===== src/rtl/comp_seq_ctrl_if.sv =====
// Bundles the start handshake, slice drive/sense and result handshake of comp_seq_ctrl.
// The controller connects through the slave modport; its environment uses master.
interface comp_seq_ctrl_if #(
  parameter int unsigned WIDTH = 8,
  parameter int unsigned CW    = $clog2(WIDTH / 2) + 1
);
  logic             start_valid;
  logic             start_ready;
  logic [WIDTH-1:0] op_a;
  logic [WIDTH-1:0] op_b;
  logic             slice_a_hi;
  logic             slice_a_lo;
  logic             slice_b_hi;
  logic             slice_b_lo;
  logic             slice_gt;
  logic             slice_eq;
  logic             slice_lt;
  logic             res_valid;
  logic             res_ready;
  logic             res_gt;
  logic             res_eq;
  logic             res_lt;
  logic             res_err;
  logic [CW-1:0]    cycles_used;

  modport master (
    output start_valid, op_a, op_b, slice_gt, slice_eq, slice_lt, res_ready,
    input  start_ready, slice_a_hi, slice_a_lo, slice_b_hi, slice_b_lo,
           res_valid, res_gt, res_eq, res_lt, res_err, cycles_used
  );

  modport slave (
    input  start_valid, op_a, op_b, slice_gt, slice_eq, slice_lt, res_ready,
    output start_ready, slice_a_hi, slice_a_lo, slice_b_hi, slice_b_lo,
           res_valid, res_gt, res_eq, res_lt, res_err, cycles_used
  );
endinterface


===== src/rtl/comp_seq_ctrl.sv =====
// MSB-first magnitude compare of two WIDTH-bit operands using one shared
// combinational 2-bit comparator slice, one digit pair per cycle.
module comp_seq_ctrl #(
  parameter int unsigned WIDTH = 8,
  parameter int unsigned CW    = $clog2(WIDTH / 2) + 1
) (
  input  logic            clk,
  input  logic            rst,
  comp_seq_ctrl_if.slave  bus
);

  localparam int unsigned ND = WIDTH / 2;
  localparam int unsigned IW = (ND > 1) ? $clog2(ND) : 1;

  typedef enum logic [1:0] {
    IDLE    = 2'd0,
    COMPARE = 2'd1,
    DONE    = 2'd2
  } state_t;

  state_t           state_q, state_d;
  logic [WIDTH-1:0] a_q, a_d;
  logic [WIDTH-1:0] b_q, b_d;
  logic [IW-1:0]    idx_q, idx_d;
  logic             valid_q, valid_d;
  logic             gt_q, gt_d;
  logic             eq_q, eq_d;
  logic             lt_q, lt_d;
  logic             err_q, err_d;
  logic [CW-1:0]    cyc_q, cyc_d;
  logic [2:0]       slice_res;

  always_ff @(posedge clk) begin
    if (rst) begin
      state_q <= IDLE;
      a_q     <= '0;
      b_q     <= '0;
      idx_q   <= '0;
      valid_q <= 1'b0;
      gt_q    <= 1'b0;
      eq_q    <= 1'b0;
      lt_q    <= 1'b0;
      err_q   <= 1'b0;
      cyc_q   <= '0;
    end else begin
      state_q <= state_d;
      a_q     <= a_d;
      b_q     <= b_d;
      idx_q   <= idx_d;
      valid_q <= valid_d;
      gt_q    <= gt_d;
      eq_q    <= eq_d;
      lt_q    <= lt_d;
      err_q   <= err_d;
      cyc_q   <= cyc_d;
    end
  end

  // Operands shift left one digit per equal step, so the active digit is always the top two bits.
  always_comb begin
    state_d   = state_q;
    a_d       = a_q;
    b_d       = b_q;
    idx_d     = idx_q;
    valid_d   = valid_q;
    gt_d      = gt_q;
    eq_d      = eq_q;
    lt_d      = lt_q;
    err_d     = err_q;
    cyc_d     = cyc_q;
    slice_res = {bus.slice_gt, bus.slice_eq, bus.slice_lt};

    case (state_q)
      IDLE: begin
        if (bus.start_valid) begin
          a_d     = bus.op_a;
          b_d     = bus.op_b;
          idx_d   = '0;
          gt_d    = 1'b0;
          eq_d    = 1'b0;
          lt_d    = 1'b0;
          err_d   = 1'b0;
          cyc_d   = '0;
          state_d = COMPARE;
        end
      end

      COMPARE: begin
        cyc_d = cyc_q + CW'(1);
        case (slice_res)
          3'b100: begin
            gt_d    = 1'b1;
            valid_d = 1'b1;
            state_d = DONE;
          end
          3'b001: begin
            lt_d    = 1'b1;
            valid_d = 1'b1;
            state_d = DONE;
          end
          3'b010: begin
            if (idx_q == IW'(ND - 1)) begin
              eq_d    = 1'b1;
              valid_d = 1'b1;
              state_d = DONE;
            end else begin
              idx_d = idx_q + IW'(1);
              a_d   = a_q << 2;
              b_d   = b_q << 2;
            end
          end
          default: begin
            // Slice answer not one-hot: report it rather than guess an ordering.
            gt_d    = 1'b0;
            eq_d    = 1'b0;
            lt_d    = 1'b0;
            err_d   = 1'b1;
            valid_d = 1'b1;
            state_d = DONE;
          end
        endcase
      end

      DONE: begin
        if (bus.res_ready) begin
          valid_d = 1'b0;
          gt_d    = 1'b0;
          eq_d    = 1'b0;
          lt_d    = 1'b0;
          err_d   = 1'b0;
          cyc_d   = '0;
          a_d     = '0;
          b_d     = '0;
          idx_d   = '0;
          state_d = IDLE;
        end
      end

      default: state_d = IDLE;
    endcase
  end

  assign bus.start_ready = (state_q == IDLE);
  assign bus.slice_a_hi  = (state_q == COMPARE) & a_q[WIDTH-1];
  assign bus.slice_a_lo  = (state_q == COMPARE) & a_q[WIDTH-2];
  assign bus.slice_b_hi  = (state_q == COMPARE) & b_q[WIDTH-1];
  assign bus.slice_b_lo  = (state_q == COMPARE) & b_q[WIDTH-2];
  assign bus.res_valid   = valid_q;
  assign bus.res_gt      = gt_q;
  assign bus.res_eq      = eq_q;
  assign bus.res_lt      = lt_q;
  assign bus.res_err     = err_q;
  assign bus.cycles_used = cyc_q;

endmodule

===== src/flat_wrapper.sv =====
// flat-port wrapper written by rule: the top's interface ports become plain ports
module comp_seq_ctrl_flat 
#(
  parameter int unsigned WIDTH = 8,
  parameter int unsigned CW    = $clog2(WIDTH / 2) + 1
)
  (clk, rst, bus_start_valid, bus_op_a, bus_op_b, bus_slice_gt, bus_slice_eq, bus_slice_lt, bus_res_ready, bus_start_ready, bus_slice_a_hi, bus_slice_a_lo, bus_slice_b_hi, bus_slice_b_lo, bus_res_valid, bus_res_gt, bus_res_eq, bus_res_lt, bus_res_err, bus_cycles_used);
  comp_seq_ctrl_if #(.WIDTH(WIDTH), .CW(CW)) bus_i ();
  input  logic clk;
  input  logic rst;
  input wire logic [$bits(bus_i.start_valid)-1:0] bus_start_valid;
  input wire logic [$bits(bus_i.op_a)-1:0] bus_op_a;
  input wire logic [$bits(bus_i.op_b)-1:0] bus_op_b;
  input wire logic [$bits(bus_i.slice_gt)-1:0] bus_slice_gt;
  input wire logic [$bits(bus_i.slice_eq)-1:0] bus_slice_eq;
  input wire logic [$bits(bus_i.slice_lt)-1:0] bus_slice_lt;
  input wire logic [$bits(bus_i.res_ready)-1:0] bus_res_ready;
  output wire logic [$bits(bus_i.start_ready)-1:0] bus_start_ready;
  output wire logic [$bits(bus_i.slice_a_hi)-1:0] bus_slice_a_hi;
  output wire logic [$bits(bus_i.slice_a_lo)-1:0] bus_slice_a_lo;
  output wire logic [$bits(bus_i.slice_b_hi)-1:0] bus_slice_b_hi;
  output wire logic [$bits(bus_i.slice_b_lo)-1:0] bus_slice_b_lo;
  output wire logic [$bits(bus_i.res_valid)-1:0] bus_res_valid;
  output wire logic [$bits(bus_i.res_gt)-1:0] bus_res_gt;
  output wire logic [$bits(bus_i.res_eq)-1:0] bus_res_eq;
  output wire logic [$bits(bus_i.res_lt)-1:0] bus_res_lt;
  output wire logic [$bits(bus_i.res_err)-1:0] bus_res_err;
  output wire logic [$bits(bus_i.cycles_used)-1:0] bus_cycles_used;
  assign bus_i.start_valid = bus_start_valid;
  assign bus_i.op_a = bus_op_a;
  assign bus_i.op_b = bus_op_b;
  assign bus_i.slice_gt = bus_slice_gt;
  assign bus_i.slice_eq = bus_slice_eq;
  assign bus_i.slice_lt = bus_slice_lt;
  assign bus_i.res_ready = bus_res_ready;
  assign bus_start_ready = bus_i.start_ready;
  assign bus_slice_a_hi = bus_i.slice_a_hi;
  assign bus_slice_a_lo = bus_i.slice_a_lo;
  assign bus_slice_b_hi = bus_i.slice_b_hi;
  assign bus_slice_b_lo = bus_i.slice_b_lo;
  assign bus_res_valid = bus_i.res_valid;
  assign bus_res_gt = bus_i.res_gt;
  assign bus_res_eq = bus_i.res_eq;
  assign bus_res_lt = bus_i.res_lt;
  assign bus_res_err = bus_i.res_err;
  assign bus_cycles_used = bus_i.cycles_used;
  comp_seq_ctrl #(.WIDTH(WIDTH), .CW(CW)) u_core (.clk(clk), .rst(rst), .bus(bus_i));
endmodule

===== config.mk =====
export PLATFORM = sky130hd
export DESIGN_NAME = comp_seq_ctrl_flat
export DESIGN_NICKNAME = d
export VERILOG_FILES = /design/src/rtl/comp_seq_ctrl_if.sv /design/src/rtl/comp_seq_ctrl.sv /design/src/flat_wrapper.sv
export SDC_FILE = /design/constraint.sdc
export NUM_CORES = 1
export LEC_CHECK = 0
export ABC_AREA = 1
export ABC_CLOCK_PERIOD_IN_PS = 3700
export CORE_ASPECT_RATIO = 1.4
export CORE_UTILIZATION = 50
export DETAILED_ROUTE_END_ITERATION = 8
export HOLD_SLACK_MARGIN = 0.08
export PLACE_DENSITY = 0.75
export SLEW_MARGIN = 5
export SYNTH_ARGS = -nofsm -noshare
export SYNTH_HDL_FRONTEND = slang
export SYNTH_SLANG_ARGS = --single-unit

===== constraint.sdc =====
create_clock -name clk -period 3.7 [get_ports clk]
set_clock_uncertainty 0.2 [all_clocks]
set_input_delay 0.37 -clock clk [delete_from_list [all_inputs] [get_ports clk]]
set_output_delay 0.37 -clock clk [all_outputs]
set_load 0.03 [all_outputs]

Yosys cells after proc, flatten, opt, wreduce, memory -nomap -nowiden
Cells that the tools add are included.
{ "op_classes": {"n_addsub": 2, "muxes": 34, "eq_ne": 15, "bitwise_logic": 4, "reduce_logical": 15} }
{ "ops": {"columns": ["operator", "count"], "rows": [
  ["8-bit two-way mux", 7],
  ["8-bit one-hot mux with 3 select lines", 2],
  ["2-bit != test (second input constant)", 8],
  ["2-bit two-way mux", 7],
  ["1-bit one-hot mux with 3 select lines", 4],
  ["2-bit one-hot mux with 3 select lines", 2],
  ["4-bit AND reduction", 3],
  ["5-bit AND reduction", 2],
  ["3-bit one-hot mux with 3 select lines", 1],
  ["3-bit AND reduction", 3],
  ["1-bit one-hot mux with 2 select lines", 4],
  ["3-bit two-way mux", 2],
  ["2-bit OR reduction", 3],
  ["1-bit two-way mux", 5],
  ["1-bit AND", 4],
  ["2-bit equality test (second input constant)", 2],
  ["3-bit by 1-bit adder with 3-bit output (second input constant)", 1],
  ["3-bit by 1-bit equality test with 1-bit output (second input constant)", 1],
  ["3-bit by 2-bit equality test with 1-bit output (second input constant)", 1],
  ["3-bit equality test (second input constant)", 1],
  ["3-bit by 2-bit != test with 1-bit output (second input constant)", 1],
  ["3-bit nonzero test", 1],
  ["3-bit OR reduction", 1],
  ["2-bit by 1-bit adder with 2-bit output (second input constant)", 1],
  ["other kinds (3)", 3]
]} }
{ "word_totals": {"inputBits": 23, "word_cells": 80, "out_inout_bits": 13, "ff_bits": 28} }

Longest topological paths before layout
{ "depth": {"depth_word": 4, "ltp_mapped": 10, "depth_no_buf": 10} }

Worst setup path before layout
OpenSTA, ideal clock, no wires.
{ "synth_timing": {"path_kind": "register to register", "from": "register u_core.state_q[0]", "to": "register u_core.b_q[2]", "t_required_ps": 3387, "synth_period_minus_slack_ps": 1844, "setup_slack_ps": 1856, "path_stages_with_launch": 10, "path_buffers": 1, "arrival_time_ps": 1531, "cell_sequence": "dfxtp_1 -> inv_1 -> ha_1 -> nand2_2 -> nand2_4 -> nor2_8 -> o21ai_4 -> buf_4 -> nor2_1 -> nor2_1"} }
{ "synth_between": {"elab_chain_cells": 3, "elab_cells_between_ends": 10, "classes_between": "eq/ne: 6; mux: 1; reduce/logical: 3"} }
{ "synth_rtl": {"columns": ["element", "line", "source"], "rows": [
  ["from (decl)", "comp_seq_ctrl.sv:21", "state_t state_q, state_d;"],
  ["from (signal assigned)", "comp_seq_ctrl.sv:46", "state_q <= state_d;"],
  ["2-bit zero test *", null, null],
  ["via bus_start_ready", "flat_wrapper.sv:18", "output wire logic [$bits(bus_i.start_ready)-1:0] bus_start_ready;"],
  ["2-bit != test (no source line) or 3-bit nonzero test (tied branches)", null, null],
  ["5-bit AND reduction (no source line)", null, null],
  ["to (signal assigned)", "comp_seq_ctrl.sv:37", "b_q <= '0;"],
  ["to (signal assigned)", "comp_seq_ctrl.sv:48", "b_q <= b_d;"],
  ["to (decl)", "comp_seq_ctrl.sv:23", "logic [WIDTH-1:0] b_q, b_d;"]
]} }
Mark *: on every way through the listed nets, which the timed path passes. The rest lies on a longest branch.
A chain may end at the register's enable or synchronous reset.

Worst setup path after layout
{ "layout_timing": {"from": "register u_core.state_q[1]", "to": "output bus_slice_a_lo"} }
{ "layout_between": {"elab_chain_cells": 2} }
{ "layout_rtl": {"columns": ["element", "line", "source"], "rows": [
  ["2-bit by 1-bit equality test with 1-bit output", "comp_seq_ctrl.sv:145", "assign bus.slice_a_lo = (state_q == COMPARE) & a_q[WIDTH-2];"],
  ["1-bit AND", "comp_seq_ctrl.sv:145", null],
  ["to (decl)", "flat_wrapper.sv:20", "output wire logic [$bits(bus_i.slice_a_lo)-1:0] bus_slice_a_lo;"]
]} }
Every way passes these cells.

==> results.py <==
metrics = {
    "route": {
        "detail_route.wl_per_cell_um": 10.18,
        "routed_wl_mm": 3.106,
        "ant_nets": 0,
        "viasPerCell": 4.852,
        "routed-via-count": 1480,
        "drt-initial-drc-count": 35,
        "first_pass_iters": 4,
        "drcViolationCount": 0,
    },
    "synth": {
        "yosys.area_share.simple_pct": 40.08,
        "syn_nets": 266,
        "synth_flop_cell": "dfxtp_1",
        "netlist-cell-type-count": 24,
        "synthAdderAreaFrac_pct": 5.385,
        "synth_xor_area_share_pct": 0,
        "async_flop_share_pct": 0,
        "synthCells": 236,
        "synth-edff-count": 0,
        "synth_compound_area_share_pct": 7.462,
        "ys_warn_count": 0,
        "synth_top_family_by_area": "simple AND/OR/NAND/NOR gates",
        "synth_seq_cells": 28,
        "netlist_area_um2": 1627,
        "synthMuxAreaShare_pct": 0,
        "ys_seq_area_share_pct": 34.46,
        "syn_area_per_cell_um2": 6.892,
    },
    "power": {
        "power_switching_share_pct": 44.60,
        "combinationalPowerShare_pct": 56.3,
        "pwr-share-seq_pct": 28.6,
        "clock_power_share_pct": 15.1,
        "peakVddDrop_v": 0.0005156,
        "p_leak_uw": 0.0009839,
        "netSwitchingPower_uw": 715.5,
        "powerDensity_nw_per_um2": 785.6,
        "p_int_uw": 888.7,
    },
    "sta": {
        "setup_viol": 0,
        "finalWorstSetupSlack_ns": 1.080,
        "slew_headroom_pct": 47.08,
        "fmax_mhz": 381.7,
        "fin_crit_sh_pct": 70.81,
        "rsz0062_at_grt": "false",
        "timing.final.max_slew_violations": 0,
        "setup_tns_ns": 0,
        "hold_viol": 0,
        "period_minus_slack_ns": 2.620,
        "worst_pin_slew_ns": 0.7938,
        "hold_ws_ns": 0.2573,
    },
    "grt": {
        "grt_usage_pct": 20.16,
        "antenna_found_initial": 0,
        "grt_pass1_vias": 1336,
        "grt_first_pass_wirelength_mm": 5.589,
        "gr-total-overflow": 0,
        "grt_max_degree": 31,
    },
    "cts": {
        "cts_buffer_depth": 2,
        "postCtsSetupRepairBufs": 0,
        "cts_hold_buf": 0,
        "cts.sinks": 28,
        "htree_levels": 1,
        "cts_tree": "done",
        "cts_resized": 0,
        "root_buffer": "clkbuf_8",
        "cts_buffers": 3,
        "clk_pin_slew_ns": 0.10,
        "clock_latency_ns": 0.28,
    },
    "flow_run": {
        "max_cap_viol_count": 0,
    },
    "floorplanning": {
        "start_util_pct": 52.59,
        "die_h_um": 69.49,
        "io_pins": 36,
        "coreArea_um2": 3093,
        "die_width_um": 50.21,
        "die-area_um2": 3488,
        "row_count": 24,
    },
    "layout": {
        "nFillCells": 282,
        "fin_nets": 297,
        "final_cell_mix": "50 x nor2_1, 36 x inv_1, 35 x clkdlybuf4s50_1, 30 x nand2_1, 28 x dfxtp_1",
        "areaGrowthSynthToFinish_pct": 25.54,
        "layout-drive-gt1-share_pct": 6.015,
        "mostFrequentLayoutCell": "nor2_1",
        "diodes": 0,
    },
    "worst_setup_path": {
        "arrival_ns": 2.05,
        "critPathKind": "reg -> out",
        "crit_fanout": 17,
        "cp.required_ns": 3.13,
        "end_kind": "output port",
        "start_kind": "flop",
    },
    "run_status": {
        "outcome": "finished, final reports clean",
    },
    "place": {
        "gp_congestion": 0.8047,
        "place_hpwl_mm": 2.180,
        "dp_slack_ns": 1.363,
        "port-buffer-count": 35,
    },
    "min_path": {
        "worstHoldPathType": "reg -> reg",
    },
}
metal layers:
metal / GRT usage (%) / up-vias / wire [um]
met5: 0 / - / 0
met4: 7.619 / 0 / 48
met3: 1.974 / 5 / 85
met2: 36.15 / 33 / 1599
met1: 23.80 / 649 / 1372
li1: - / 793 / -
cells by family (layout without fill, tap and decap cells):
group | count (synthesis) | after routing
buffers and inverters | 48 | 78
AOI/OAI and AO/OA | 22 | 22
and+or+nand+nor | 131 | 131
adders and majority gates | 7 | 7
DFF | 28 | 28
power groups by stage:
stage | clock network [uW] | logic [uW] | registers [uW]
after floorplan | 0 | 670 | 508
after global placement | 0 | 903 | 463
after CTS | 248 | 909 | 460
after global routing | 257 | 1030 | 473
after detailed placement | 0 | 907 | 467
final | 242 | 904 | 459
cell usage after synthesis, types with 2 or more instances:
cell	number	area, um2
nand3_1	19	95.09
nand2_1	30	112.6
clkbuf_1	4	15.01
inv_2	2	7.510
inv_1	36	135.1
nand4_1	3	18.77
nand2_2	2	12.51
ha_1	7	87.58
buf_2	2	10.01
nor3_1	2	10.01
dfxtp_1	28	560.5
nand2_4	3	33.78
o21ai_0	14	70.07
a21oi_1	7	35.03
nand3b_1	17	127.6
buf_4	2	15.01
buf_6	2	22.52
nor2_1	50	187.7
flip-flops by register name (all words and copies together) (netlist names):
name                    flops
u_core.bus.res_gt           1
u_core.bus.res_valid        1
u_core.bus.res_err          1
u_core.bus.res_eq           1
u_core.bus.cycles_used      3
u_core.bus.res_lt           1
u_core.idx_q                2
u_core.a_q                  8
u_core.b_q                  8
u_core.state_q              2
layout make-up:
cell class	instances	area, um2	area share, %
Clock buffer	3	41.29	2.022
Timing Repair Buffer	36	357.8	17.52
Clock inverter	1	30.03	1.471
Sequential cell	28	560.5	27.45
Tap cell	39	48.80	2.390
Multi-Input combinational cell	160	860.8	42.16
Inverter	38	142.6	6.985
final timing paths:
kind,from,endpoint,slack [ns],cells past startpoint
max reg2reg,u_core.state_q[0]$_SDFFE_PP0P_,u_core.b_q[5]$_SDFFE_PP0P_,1.63,6
max,u_core.state_q[1]$_SDFFE_PP0P_,bus_slice_a_lo,1.08,6
min reg2reg,u_core.bus.res_err$_SDFFE_PP0P_,u_core.bus.res_err$_SDFFE_PP0P_,0.26,2
min,u_core.bus.res_err$_SDFFE_PP0P_,u_core.bus.res_err$_SDFFE_PP0P_,0.26,2
worst max-delay path, stage by stage, from the launching register on:
cell	delay (ns)
dfxtp_1	0.35
inv_1	0.11
ha_1	0.28
buf_4	0.27
nand2_1	0.07
inv_1	0.05
clkdlybuf4s50_1	0.66
stage by stage:
| step | area, um2 | instances | utilization (%) | total power [uW] |
|---|---|---|---|---|
| final | 2042 | 305 | 66.02 | 1604 |
| after global routing | 2042 | 305 | 66.02 | 1759 |
| after CTS | 2042 | 305 | 66.02 | 1616 |
| after detailed placement | 1971 | 301 | 63.71 | 1374 |
| after global placement | 1971 | 301 | 63.71 | 1366 |
| after floorplan | 1627 | 236 | - | 1178 |
No activity file was read; power rests on OpenSTA's default activity.
